### src/rtl/mio_timer_pkg.sv
// Shared register map and field positions for the MIO countdown timer.
package mio_timer_pkg;

  localparam logic [1:0] AddrCtrl   = 2'd0;
  localparam logic [1:0] AddrLoad   = 2'd1;
  localparam logic [1:0] AddrCount  = 2'd2;
  localparam logic [1:0] AddrStatus = 2'd3;

  localparam int unsigned CtrlEnBit     = 0;
  localparam int unsigned CtrlReloadBit = 1;
  localparam int unsigned CtrlIeBit     = 2;
  localparam int unsigned CtrlPrescLsb  = 16;

  localparam int unsigned StatusPendBit = 0;

  typedef enum logic [0:0] {
    StIdle = 1'b0,
    StRun  = 1'b1
  } timer_state_e;

endpackage

### src/rtl/mio_timer_prescaler.sv
// Clock prescaler: counts 0..presc while enabled and pulses tick on the terminal count.
module mio_timer_prescaler #(
  parameter int unsigned PRESC_W = 16
) (
  input  logic               clk,
  input  logic               clrn,
  input  logic               en,
  input  logic               restart,
  input  logic [PRESC_W-1:0] presc,
  output logic               tick
);

  logic [PRESC_W-1:0] cnt_q, cnt_d;

  // >= keeps the divider from running the long way round if presc shrinks mid-count.
  assign tick = en && (cnt_q >= presc);

  always_comb begin
    cnt_d = cnt_q;
    if (!en || restart) begin
      cnt_d = '0;
    end else if (tick) begin
      cnt_d = '0;
    end else begin
      cnt_d = cnt_q + PRESC_W'(1);
    end
  end

  always_ff @(posedge clk or negedge clrn) begin
    if (!clrn) begin
      cnt_q <= '0;
    end else begin
      cnt_q <= cnt_d;
    end
  end

endmodule

### src/rtl/mio_timer.sv
// Memory-mapped 32-bit countdown timer with prescaler, one-shot/periodic modes and
// a pending flag gated onto the CPU time interrupt.
module mio_timer
  import mio_timer_pkg::*;
#(
  parameter int unsigned PRESC_W = 16
) (
  input  logic        clk,
  input  logic        clrn,
  input  logic [1:0]  timer_a,
  input  logic [31:0] d_t_timer,
  input  logic        wtimer,
  output logic [31:0] d_f_timer,
  output logic        time_interrupt
);

  timer_state_e       state_q, state_d;
  logic               reload_q, reload_d;
  logic               ie_q, ie_d;
  logic [PRESC_W-1:0] presc_q, presc_d;
  logic [31:0]        load_q, load_d;
  logic [31:0]        count_q, count_d;
  logic               pend_q, pend_d;

  logic        wr_ctrl, wr_load, wr_count, wr_status;
  logic        stop;
  logic        tick;
  logic        restart;
  logic        expire;
  logic [31:0] load_eff;

  assign wr_ctrl   = wtimer && (timer_a == AddrCtrl);
  assign wr_load   = wtimer && (timer_a == AddrLoad);
  assign wr_count  = wtimer && (timer_a == AddrCount);
  assign wr_status = wtimer && (timer_a == AddrStatus);

  assign stop     = wr_ctrl && !d_t_timer[CtrlEnBit];
  assign load_eff = wr_load ? d_t_timer : load_q;

  mio_timer_prescaler #(
    .PRESC_W (PRESC_W)
  ) u_prescaler (
    .clk     (clk),
    .clrn    (clrn),
    .en      (state_q == StRun),
    .restart (restart),
    .presc   (presc_q),
    .tick    (tick)
  );

  always_comb begin
    state_d  = state_q;
    reload_d = reload_q;
    ie_d     = ie_q;
    presc_d  = presc_q;
    load_d   = load_q;
    count_d  = count_q;
    pend_d   = pend_q;
    restart  = 1'b0;
    expire   = 1'b0;

    // A COUNT write or a stop in the same cycle suppresses the tick entirely.
    if ((state_q == StRun) && tick && !wr_count && !stop) begin
      if (count_q != 32'd0) begin
        count_d = count_q - 32'd1;
      end else begin
        expire = 1'b1;
        if (reload_q) begin
          count_d = load_eff;
        end else begin
          state_d = StIdle;
        end
      end
    end

    if (wr_ctrl) begin
      reload_d = d_t_timer[CtrlReloadBit];
      ie_d     = d_t_timer[CtrlIeBit];
      presc_d  = d_t_timer[CtrlPrescLsb +: PRESC_W];
      if (!d_t_timer[CtrlEnBit]) begin
        state_d = StIdle;
      end else if (state_q == StIdle) begin
        state_d = StRun;
        count_d = load_eff;
        restart = 1'b1;
      end
    end

    if (wr_load) begin
      load_d = d_t_timer;
    end
    if (wr_count) begin
      count_d = d_t_timer;
    end

    // Set beats clear when expiry and W1C land together.
    if (wr_status && d_t_timer[StatusPendBit]) begin
      pend_d = 1'b0;
    end
    if (expire) begin
      pend_d = 1'b1;
    end
  end

  always_ff @(posedge clk or negedge clrn) begin
    if (!clrn) begin
      state_q  <= StIdle;
      reload_q <= 1'b0;
      ie_q     <= 1'b0;
      presc_q  <= '0;
      load_q   <= 32'd0;
      count_q  <= 32'd0;
      pend_q   <= 1'b0;
    end else begin
      state_q  <= state_d;
      reload_q <= reload_d;
      ie_q     <= ie_d;
      presc_q  <= presc_d;
      load_q   <= load_d;
      count_q  <= count_d;
      pend_q   <= pend_d;
    end
  end

  always_comb begin
    d_f_timer = 32'd0;
    unique case (timer_a)
      AddrCtrl: begin
        d_f_timer[CtrlEnBit]                 = (state_q == StRun);
        d_f_timer[CtrlReloadBit]             = reload_q;
        d_f_timer[CtrlIeBit]                 = ie_q;
        d_f_timer[CtrlPrescLsb +: PRESC_W]   = presc_q;
      end
      AddrLoad:   d_f_timer = load_q;
      AddrCount:  d_f_timer = count_q;
      AddrStatus: d_f_timer[StatusPendBit] = pend_q;
      default:    d_f_timer = 32'd0;
    endcase
  end

  assign time_interrupt = pend_q & ie_q;

endmodule
### config.mk
export PLATFORM = sky130hd
export DESIGN_NAME = mio_timer
export DESIGN_NICKNAME = d
export VERILOG_FILES = /design/src/rtl/mio_timer_pkg.sv /design/src/rtl/mio_timer_prescaler.sv /design/src/rtl/mio_timer.sv
export SDC_FILE = /design/constraint.sdc
export NUM_CORES = 1
export LEC_CHECK = 0
export CORE_MARGIN = 8
export CORE_UTILIZATION = 50
export DETAILED_ROUTE_END_ITERATION = 12
export PLACE_DENSITY = 0.75
export SETUP_SLACK_MARGIN = 0.4
export SLEW_MARGIN = 20
export SYNTH_ARGS = -nofsm -noshare
export SYNTH_HDL_FRONTEND = slang
export SYNTH_SLANG_ARGS = --single-unit
### constraint.sdc
create_clock -name clk -period 2.35 [get_ports clk]
set_input_delay 0.235 -clock clk [delete_from_list [all_inputs] [get_ports clk]]
set_output_delay 0.235 -clock clk [all_outputs]
set_load 0.01 [all_outputs]
==> summary.txt, run 1 <==
Run status
  – Result of the run: finished, violations left
  – Violations in the final reports: setup timing

Run
  – Max-Cap Viols: 0

Place
  – Routability cong.: 0.969
  – Half-perimeter wire length after placement: 16,300 µm
  – Number of buffers inserted by port buffering: 69
  – Instance count after placement with tap cells included: 1,034

Clock tree
  – Number of buffers between clock root and the deepest sink: 2
  – Root Buffer: sky130_fd_sc_hd__clkbuf_16
  – TritonCTS clock tree: yes
  – Clock network latency to the later pin of the worst-skew pair: 0.36 ns
  – Number of clock sinks seen by CTS: 100
  – Clock slew at the register clock pins of the worst setup and hold paths: 0.07 ns
  – TritonCTS Buffers: 9
  – Deepest level of the CTS H-tree: 3

Floorplanning
  – Effective utilization at floorplan: 51.1%
  – Number of cell rows: 41
  – Area of the core: 12,600 µm²
  – Horizontal die dimension: 130 µm
  – IO Count: 70
  – Die Outline Area: 16,800 µm²
  – Vertical die dimension: 130 µm

Power
  – Power share of the clock group: 25.4%
  – Part of the total power dissipated in combinational logic: 35.0%
  – Pwr/cell area: 625 nW/µm²
  – Internal Pwr Total: 3780 µW
  – Worst VDD drop: 0.368 mV
  – Net switching power of the design: 1930 µW
  – Part of the power in registers: 39.6%
  – Static power due to leakage: 0.00390 µW
  – Proportion of total power due to net switching: 33.8%

Detailed routing
  – DR vias: 6,708
  – Vias per std cell: 6.31
  – Remaining number of nets flagged by the antenna check after routing: 0
  – Post-Route WL: 22,800 µm
  – Iteration count of the initial detailed-routing pass: 8
  – Detailed router's first-iteration violation count: 701
  – Remaining routing DRC violations: 0
  – Final routed wire length divided by cell count: 21.4 µm

Synth
  – Share of async-settable or async-resettable flops after synthesis: 100%
  – YS warnings: 0
  – Share of the yosys chip area belonging to registers: 38.8%
  – Dominant synthesized flop cell: sky130_fd_sc_hd__dfrtp_1
  – Post-synth EDFFs: 0
  – Mapped Nets: 766
  – Average instance area after synthesis: 9.15 µm²
  – Number of flip-flops and latches in the synthesized netlist: 100
  – Area of the mapped netlist: 6440 µm²
  – Count of cell types in the netlist: 63
  – Gate Count Post-Synth: 704

Setup path
  – Worst Path Class, Setup: reg -> reg
  – Worst R2R Path Depth: 12
  – Minimum setup slack among reg-to-reg paths: -0.27 ns
  – Critical R2R Launch: presc_q[6]
  – Startpoint class of the critical path: register
  – Crit path arrival time: 2.90 ns
  – End of the worst register-to-register path: count_q[30]
  – Element type at the critical path end: register
  – CP Data Required Time: 2.63 ns
  – Crit-path max FO: 6

GRT
  – Wire length of the first global-routing pass: 35,800 µm
  – Largest net degree at the start of global routing: 53
  – Vias in the first global route: 6,964
  – GR Overflow Total: 0
  – Total Routing Usage GR: 27.1%
  – Number of antenna violations at the first check in global routing: 0

STA
  – Fin worst setup slack: -0.270 ns
  – Final number of setup-violating endpoints: 32
  – Final hold vios: 0
  – Final max-slew violation count: 0
  – Relative max-transition margin: 50.9%
  – Final Cycle Share: 112%
  – Fmax achieved: 382 MHz
  – Post-Route Setup TNS: -6.14 ns
  – Unrepaired setup endpoints after global routing: yes
  – Setup Skew: 0.0144 ns
  – Worst-margin pin slew: 0.737 ns
  – Crit path time final: 2.62 ns

Hold path
  – Worst Hold Class: in -> reg
  – WHS Endpoint: pend_q
  – Hold Path Stages: 5
  – Beginning of the worst hold path: timer_a[0]

Cells and area
  – Fillers: 969
  – Post-layout util: 72.3%
  – Share of final-layout standard cells stronger than drive strength 1: 34.5%
  – Register area: 2500 µm²
  – Synth-to-layout area growth: 41.6%
  – Total area of multi-input combinational cells: 4060 µm²
  – Number of inserted diodes: 0
  – Nets: 950
  – Post-layout instance count excluding filler cells: 1,063
[flip-flops by register name, indices dropped and copies added (netlist names)]
name / flops
count_q: 32
ie_q: 1
load_q: 32
pend_q: 1
presc_q: 16
reload_q: 1
state_q: 1
u_prescaler.cnt_q: 16
[logic make-up after synthesis]
group	share of synthesized area (%)
compound gates	20.3
xor+xnor	1.90
fa+ha+maj	4.85
buf+inv	5.11
flops	38.8
mux	10.1
simple gates	18.9
[cells in the mapped netlist, drive strengths merged (16+ instances only)]
master  number  area [µm²]
ha          25         313
a222oi      21         210
nor3        21         131
a22oi       26         195
inv         26        97.6
mux2        46         518
dfrtp      100        2500
nand3       26         143
buf         16        92.6
nor2        81         307
a21oi       35         175
clkbuf      36         135
nand2       46         173
o21ai       40         200
[placed cells by master, fill, tap and decap left out, types with 6 or more instances in the layout]
master,n
sky130_fd_sc_hd__a21oi_1,27
sky130_fd_sc_hd__a21oi_2,8
sky130_fd_sc_hd__a222oi_1,21
sky130_fd_sc_hd__a22oi_1,19
sky130_fd_sc_hd__a22oi_2,7
sky130_fd_sc_hd__a31oi_1,6
sky130_fd_sc_hd__and3_1,8
sky130_fd_sc_hd__buf_12,10
sky130_fd_sc_hd__buf_4,131
sky130_fd_sc_hd__buf_6,14
sky130_fd_sc_hd__clkbuf_16,9
sky130_fd_sc_hd__clkbuf_2,6
sky130_fd_sc_hd__clkdlybuf4s15_1,13
sky130_fd_sc_hd__clkdlybuf4s50_1,34
sky130_fd_sc_hd__dfrtp_1,99
sky130_fd_sc_hd__dlygate4sd2_1,11
sky130_fd_sc_hd__ha_1,18
sky130_fd_sc_hd__ha_4,6
sky130_fd_sc_hd__inv_1,22
sky130_fd_sc_hd__mux2_2,46
sky130_fd_sc_hd__mux2i_1,13
sky130_fd_sc_hd__nand2_1,43
sky130_fd_sc_hd__nand3_1,24
sky130_fd_sc_hd__nand4_1,7
sky130_fd_sc_hd__nor2_1,64
sky130_fd_sc_hd__nor2_4,14
sky130_fd_sc_hd__nor2b_1,13
sky130_fd_sc_hd__nor3_1,16
sky130_fd_sc_hd__nor4_1,10
sky130_fd_sc_hd__o211ai_1,6
sky130_fd_sc_hd__o21ai_0,14
sky130_fd_sc_hd__o21ai_1,24
sky130_fd_sc_hd__o22ai_1,11
sky130_fd_sc_hd__o31ai_1,6
sky130_fd_sc_hd__xor2_1,9
[area by class of cell]
cell class	instances	share of cell area, %
Clock buffer	13	2.96
Sequential cell	100	27.4
Tap cell	172	2.36
Timing Repair Buffer	224	21.6
Clock inverter	1	0.0823
Inverter	27	1.11
Multi-Input combinational cell	526	44.5
[power by group through the flow]
stage,sequential [µW],clock (µW),combinational (µW)
floorplan,2220,0,988
global placement,2240,0,1810
detailed placement,2260,0,1860
CTS,2240,1450,1870
global route,2290,1520,2150
finish,2260,1450,2000
[worst max-delay path, cell delays in order, from the launching register on]
cell and delay [ns]:
sky130_fd_sc_hd__dfrtp_1 0.36, sky130_fd_sc_hd__inv_1 0.09, sky130_fd_sc_hd__ha_4 0.28, sky130_fd_sc_hd__nand4_1 0.11
sky130_fd_sc_hd__or3_4 0.42, sky130_fd_sc_hd__o32ai_4 0.31, sky130_fd_sc_hd__o2111ai_4 0.22, sky130_fd_sc_hd__buf_6 0.20
sky130_fd_sc_hd__nor2_4 0.13, sky130_fd_sc_hd__buf_12 0.15, sky130_fd_sc_hd__buf_6 0.10, sky130_fd_sc_hd__a21oi_2 0.04
sky130_fd_sc_hd__o21ai_1 0.12
[repair_timing]
| action | in CTS | in global routing |
|---|---|---|
| pin swaps | 9 | 27 |
| buffers inserted | 7 | 5 |
| hold buffers | 1 | 0 |
| gates resized for setup | 80 | 86 |
| endpoints found under the hold margin | 51 | 0 |
| gates cloned | 1 | 1 |
| setup endpoints to repair | 82 | 75 |
[per-stage QoR]
stage / area (µm²) / setup slack, ns / hold WS (ns) / total power [µW]
finish: 9120 / -0.270 / 0.465 / 5700
global route: 9120 / -0.396 / 0.505 / 5950
floorplan: 6610 / 0.0287 / -0.0606 / 3210
detailed placement: 8410 / -0.231 / 0.329 / 4120
CTS: 8820 / -0.217 / 0.514 / 5560
global placement: 8410 / -0.163 / 0.321 / 4050
[worst max-delay path by stage]
stage	from	depth (start not counted)	to
after CTS	presc_q[6]	9	count_q[19]
after detailed placement	timer_a[0]	10	count_q[19]
after global routing	presc_q[13]	11	count_q[26]
after floorplan	count_q[3]	10	count_q[15]
after global placement	timer_a[0]	10	count_q[19]
final	presc_q[6]	12	count_q[30]
[metal layers]
layer	track usage [%]	wire, µm
met1	32.2	8800
met2	45.5	11300
met3	4.35	1660
met4	16.1	991
met5	0	0
Note: power is estimated with default switching activity, not from simulation.
==> inputs of run 2 (changes only) <==
Settings changed: SYNTH_HIERARCHICAL set to 1.
==> run 2 against run 1 <==
Effect of this change:
- the run still ends with setup timing left
- clock-buffer cell count fell by 3
- first-iteration DRC count is 49% higher
- critical path depth unchanged
- synthesized area increased by 1.7%
- worst setup slack lost 0.35 ns
- flip-flop and latch count unchanged
- power is 2.9% higher
- die area grew 1.5%
- critical path type unchanged
- critical endpoint is now count_q[26]
==> summary.txt, run 2 <==
Cells and area
  – Most common library cell in the layout ignoring fill and taps: sky130_fd_sc_hd__buf_4 (unchanged)
  – Number of inserted diodes: 0 (unchanged)
  – Registers with the highest flip-flop counts: count_q: 32 flops, load_q: 32 flops (unchanged)
  – Synth-to-layout area growth: 51.5% (was 41.6%)
  – Leading cell types in the layout, fill and taps excluded: 151 x sky130_fd_sc_hd__buf_4, 100 x sky130_fd_sc_hd__dfrtp_1, 79 x sky130_fd_sc_hd__nor2_1 (was 131 x sky130_fd_sc_hd__buf_4, 99 x sky130_fd_sc_hd__dfrtp_1, 64 x sky130_fd_sc_hd__nor2_1)
  – Share of final-layout standard cells stronger than drive strength 1: 40.2% (was 34.5%)
  – Fillers: 866 (was 969)
  – Nets: 1,006 (was 950)

Detailed routing
  – Vias per std cell: 6.70 (was 6.31)
  – Remaining routing DRC violations: 0 (unchanged)
  – Post-Route WL: 27,100 µm (was 22,800 µm)
  – Remaining number of nets flagged by the antenna check after routing: 0 (unchanged)
  – Iteration count of the initial detailed-routing pass: 6 (was 8)
  – DR vias: 7,528 (was 6,708)
  – Detailed router's first-iteration violation count: 1,047 (was 701)
  – Final routed wire length divided by cell count: 24.1 µm (was 21.4 µm)

Setup path
  – Crit path arrival time: 3.24 ns (was 2.90 ns)
  – Element type at the critical path end: register (unchanged)
  – CP max stage cell: sky130_fd_sc_hd__or4_4 (was sky130_fd_sc_hd__or3_4)
  – Crit-path max FO: 4 (was 6)
  – Largest stage delay on the critical path: 0.63 ns (was 0.42 ns)
  – Startpoint class of the critical path: register (unchanged)
  – Number of buffers and inverters on the critical path: 1 (was 4)
  – Sequence of cells on the critical path: ha_4 > buf_4 > nand2_1 > o211ai_1 > o211ai_1 > nand3_2 > o31a_1 > o2111ai_4 > or4_4 > nor3_4 > a21oi_2 > a31oi_1 (was inv_1 > ha_4 > nand4_1 > or3_4 > o32ai_4 > o2111ai_4 > buf_6 > nor2_4 > buf_12 > buf_6 > a21oi_2 > o21ai_1)
  – CP Data Required Time: 2.63 ns (about the same)
  – Worst Path Class, Setup: reg -> reg (unchanged)
  – Cell family with the largest share of critical-path delay: simple AND/OR/NAND/NOR gates (was compound AO/OA/AOI/OAI gates)
  – Worst path most repeated cell: sky130_fd_sc_hd__o211ai_1 (was sky130_fd_sc_hd__buf_6)

STA
  – Setup Skew: 0.0119 ns (was 0.0144 ns)
  – Final number of setup-violating endpoints: 50 (was 32)
  – Final hold slack: 0.338 ns (was 0.465 ns)
  – Fin worst setup slack: -0.618 ns (was -0.270 ns)
  – Final hold vios: 0 (unchanged)
  – Unrepaired setup endpoints after global routing: yes (unchanged)
  – Relative max-transition margin: 68.2% (was 50.9%)
  – Final Cycle Share: 126% (was 112%)
  – Post-Route Setup TNS: -18.41 ns (was -6.14 ns)
  – Worst-margin pin slew: 0.463 ns (was 0.737 ns)
  – Fmax achieved: 337 MHz (was 382 MHz)
  – Final max-slew violation count: 0 (unchanged)
  – Crit path time final: 2.97 ns (was 2.62 ns)

Synth
  – Yosys top cell area share: 38.2% (was 38.8%)
  – Share of async-settable or async-resettable flops after synthesis: 100% (unchanged)
  – Most area-hungry cell type in the Yosys netlist: sky130_fd_sc_hd__dfrtp_1 (unchanged)
  – Top post-synthesis cells by area: sky130_fd_sc_hd__dfrtp_1 38%, sky130_fd_sc_hd__mux2_2 8.2%, sky130_fd_sc_hd__nor2_1 5.1% (was sky130_fd_sc_hd__dfrtp_1 39%, sky130_fd_sc_hd__mux2_2 8.0%, sky130_fd_sc_hd__ha_1 4.9%)
  – Average instance area after synthesis: 9.10 µm² (was 9.15 µm²)
  – YS warnings: 6 (was 0)
  – Gate Count Post-Synth: 720 (was 704)
  – Most frequent cells after synthesis: 100 x sky130_fd_sc_hd__dfrtp_1, 89 x sky130_fd_sc_hd__nor2_1, 48 x sky130_fd_sc_hd__mux2_2 (was 100 x sky130_fd_sc_hd__dfrtp_1, 80 x sky130_fd_sc_hd__nor2_1, 46 x sky130_fd_sc_hd__mux2_2, 46 x sky130_fd_sc_hd__nand2_1, 36 x sky130_fd_sc_hd__clkbuf_1)
  – Area of the mapped netlist: 6560 µm² (was 6440 µm²)
  – Count of cell types in the netlist: 69 (was 63)
  – Dominant synthesized flop cell: sky130_fd_sc_hd__dfrtp_1 (unchanged)
  – Top-count cell post-synth: sky130_fd_sc_hd__dfrtp_1 (unchanged)
  – Number of flip-flops and latches in the synthesized netlist: 100 (unchanged)
  – Mapped Nets: 782 (was 766)
  – Post-synth EDFFs: 0 (unchanged)
  – Share of the yosys chip area belonging to registers: 38.2% (was 38.8%)

Clock tree
  – Number of clock sinks seen by CTS: 100 (unchanged)
  – Deepest level of the CTS H-tree: 3 (unchanged)
  – Clock slew at the register clock pins of the worst setup and hold paths: 0.07 ns (about the same)
  – Clock network latency to the later pin of the worst-skew pair: 0.37 ns (was 0.36 ns)
  – Root Buffer: sky130_fd_sc_hd__clkbuf_16 (unchanged)
  – TritonCTS Buffers: 9 (unchanged)
  – TritonCTS clock tree: yes (unchanged)
  – Number of buffers between clock root and the deepest sink: 2 (unchanged)

GRT
  – GR Overflow Total: 0 (unchanged)
  – Number of antenna violations at the first check in global routing: 0 (unchanged)
  – Largest net degree at the start of global routing: 58 (was 53)
  – Wire length of the first global-routing pass: 38,500 µm (was 35,800 µm)
  – Total Routing Usage GR: 29.1% (was 27.1%)
  – Vias in the first global route: 7,287 (was 6,964)

Power
  – Internal Pwr Total: 3760 µW (was 3780 µW)
  – Pwr/cell area: 591 nW/µm² (was 625 nW/µm²)
  – Post-layout total power: 5870 µW (was 5700 µW)
  – Worst VDD drop: 0.325 mV (was 0.368 mV)
  – Proportion of total power due to net switching: 35.9% (was 33.8%)
  – Static power due to leakage: 0.00427 µW (was 0.00390 µW)
  – Part of the power in registers: 38.0% (was 39.6%)
  – Power share of the clock group: 24.2% (was 25.4%)
  – Part of the total power dissipated in combinational logic: 37.7% (was 35.0%)
  – Net switching power of the design: 2110 µW (was 1930 µW)

Run status
  – Result of the run: finished, violations left (unchanged)
  – Violations in the final reports: setup timing (unchanged)

Place
  – Number of buffers inserted by port buffering: 69 (unchanged)
  – Routability cong.: 0.946 (was 0.969)
  – Half-perimeter wire length after placement: 16,900 µm (was 16,300 µm)

Floorplanning
  – Die Outline Area: 17,000 µm² (was 16,800 µm²)
  – Number of cell rows: 42 (was 41)
  – IO Count: 70 (unchanged)
  – Horizontal die dimension: 131 µm (was 130 µm)
  – Effective utilization at floorplan: 50.3% (was 51.1%)
  – Area of the core: 13,000 µm² (was 12,600 µm²)
  – Vertical die dimension: 131 µm (was 130 µm)

Hold path
  – Worst Hold Class: in -> async (was in -> reg)

Run
  – Max-Cap Viols: 0 (unchanged)
## run 2: changes by cell type in the layout (fill, tap and decap cells not counted), sizes merged, moves of 11 or more
| cell | before | now |
|---|---|---|
| nand2 | 47 | 34 |
| nor2 | 81 | 99 |
| nand3 | 26 | 13 |
| nor3 | 21 | 34 |
| o22ai | 12 | 23 |
| dlygate4sd2 | 11 | 23 |
| buf | 159 | 200 |
## run 2: worst paths after layout
kind	startpoint	endpoint	slack, ns	cells after the start
max in group asynchronous	clrn	load_q[20]	1.35	3
min	clrn	count_q[0]	0.34	2
min reg2reg	load_q[12]	load_q[12]	0.55	1
max reg2reg	u_prescaler/cnt_q[7]	count_q[26]	-0.62	12
max	u_prescaler/cnt_q[7]	count_q[26]	-0.62	12
min in group clk	d_t_timer[3]	count_q[3]	0.49	3
## run 2: layer usage
metal	wire length, µm	global-route usage, %	part of all wire, %
met1	10100	36.6	37
met2	12900	47.7	47
met3	2720	5.11	10
met4	1430	14.2	5.3
met5	0	0	0
## run 2: what timing repair did
action                                  CTS  global route
hold endpoints to repair                 25             0
gates resized for setup                 109            98
endpoints found under the setup margin   82            64
pin swaps                                57            67
cloned                                    3             1
hold buffers                              1             0
setup buffers                            22            16
## run 2: cell families after synthesis
| family | after synthesis | share of synthesized area, % |
|---|---|---|
| AND/OR/NAND/NOR | 251 | 20.0 |
| buffers and inverters | 84 | 5.27 |
| adder cells (fa/ha/maj) | 25 | 4.77 |
| flip-flops | 100 | 38.2 |
| multiplexers | 61 | 10.2 |
| XOR/XNOR | 17 | 2.27 |
| AO/OA/AOI/OAI | 182 | 19.3 |
## run 2: worst register-to-register path: cells and delay by family (launching register included)
family,cells,cell delay (ns)
and+or+nand+nor,4,1.02
AOI/OAI and AO/OA,6,0.98
adders and majority gates,1,0.32
buffers and inverters,1,0.11
DFF,1,0.45
## run 2: power groups by stage
stage	registers, µW	logic, µW	clock network, µW
floorplan	2220	983	0
global placement	2220	1850	0
global route	2260	2330	1480
detailed placement	2240	1910	0
CTS	2210	1940	1400
finish	2230	2210	1420
## run 2: per-stage QoR
stage | utilization [%] | std cells | cell area, µm² | setup WS [ns]
global route | 76.2 | 1124 | 9930 | -0.680
CTS | 71.7 | 1107 | 9340 | -0.374
global placement | 66.3 | 1066 | 8640 | -0.399
detailed placement | 66.3 | 1066 | 8640 | -0.550
finish | 76.2 | 1124 | 9930 | -0.618
floorplan | - | 720 | 6770 | -0.301
## run 2: layout make-up
class                   count  area [µm²]  share of cell area (%)
clock buffers              10         229                    2.31
clock inverters             5        28.8                   0.290
inverters                  29         109                    1.10
multi-input cells         536        4380                    44.1
flip-flops and latches    100        2500                    25.2
well taps                 176         220                    2.22
repair buffers            268        2460                    24.8
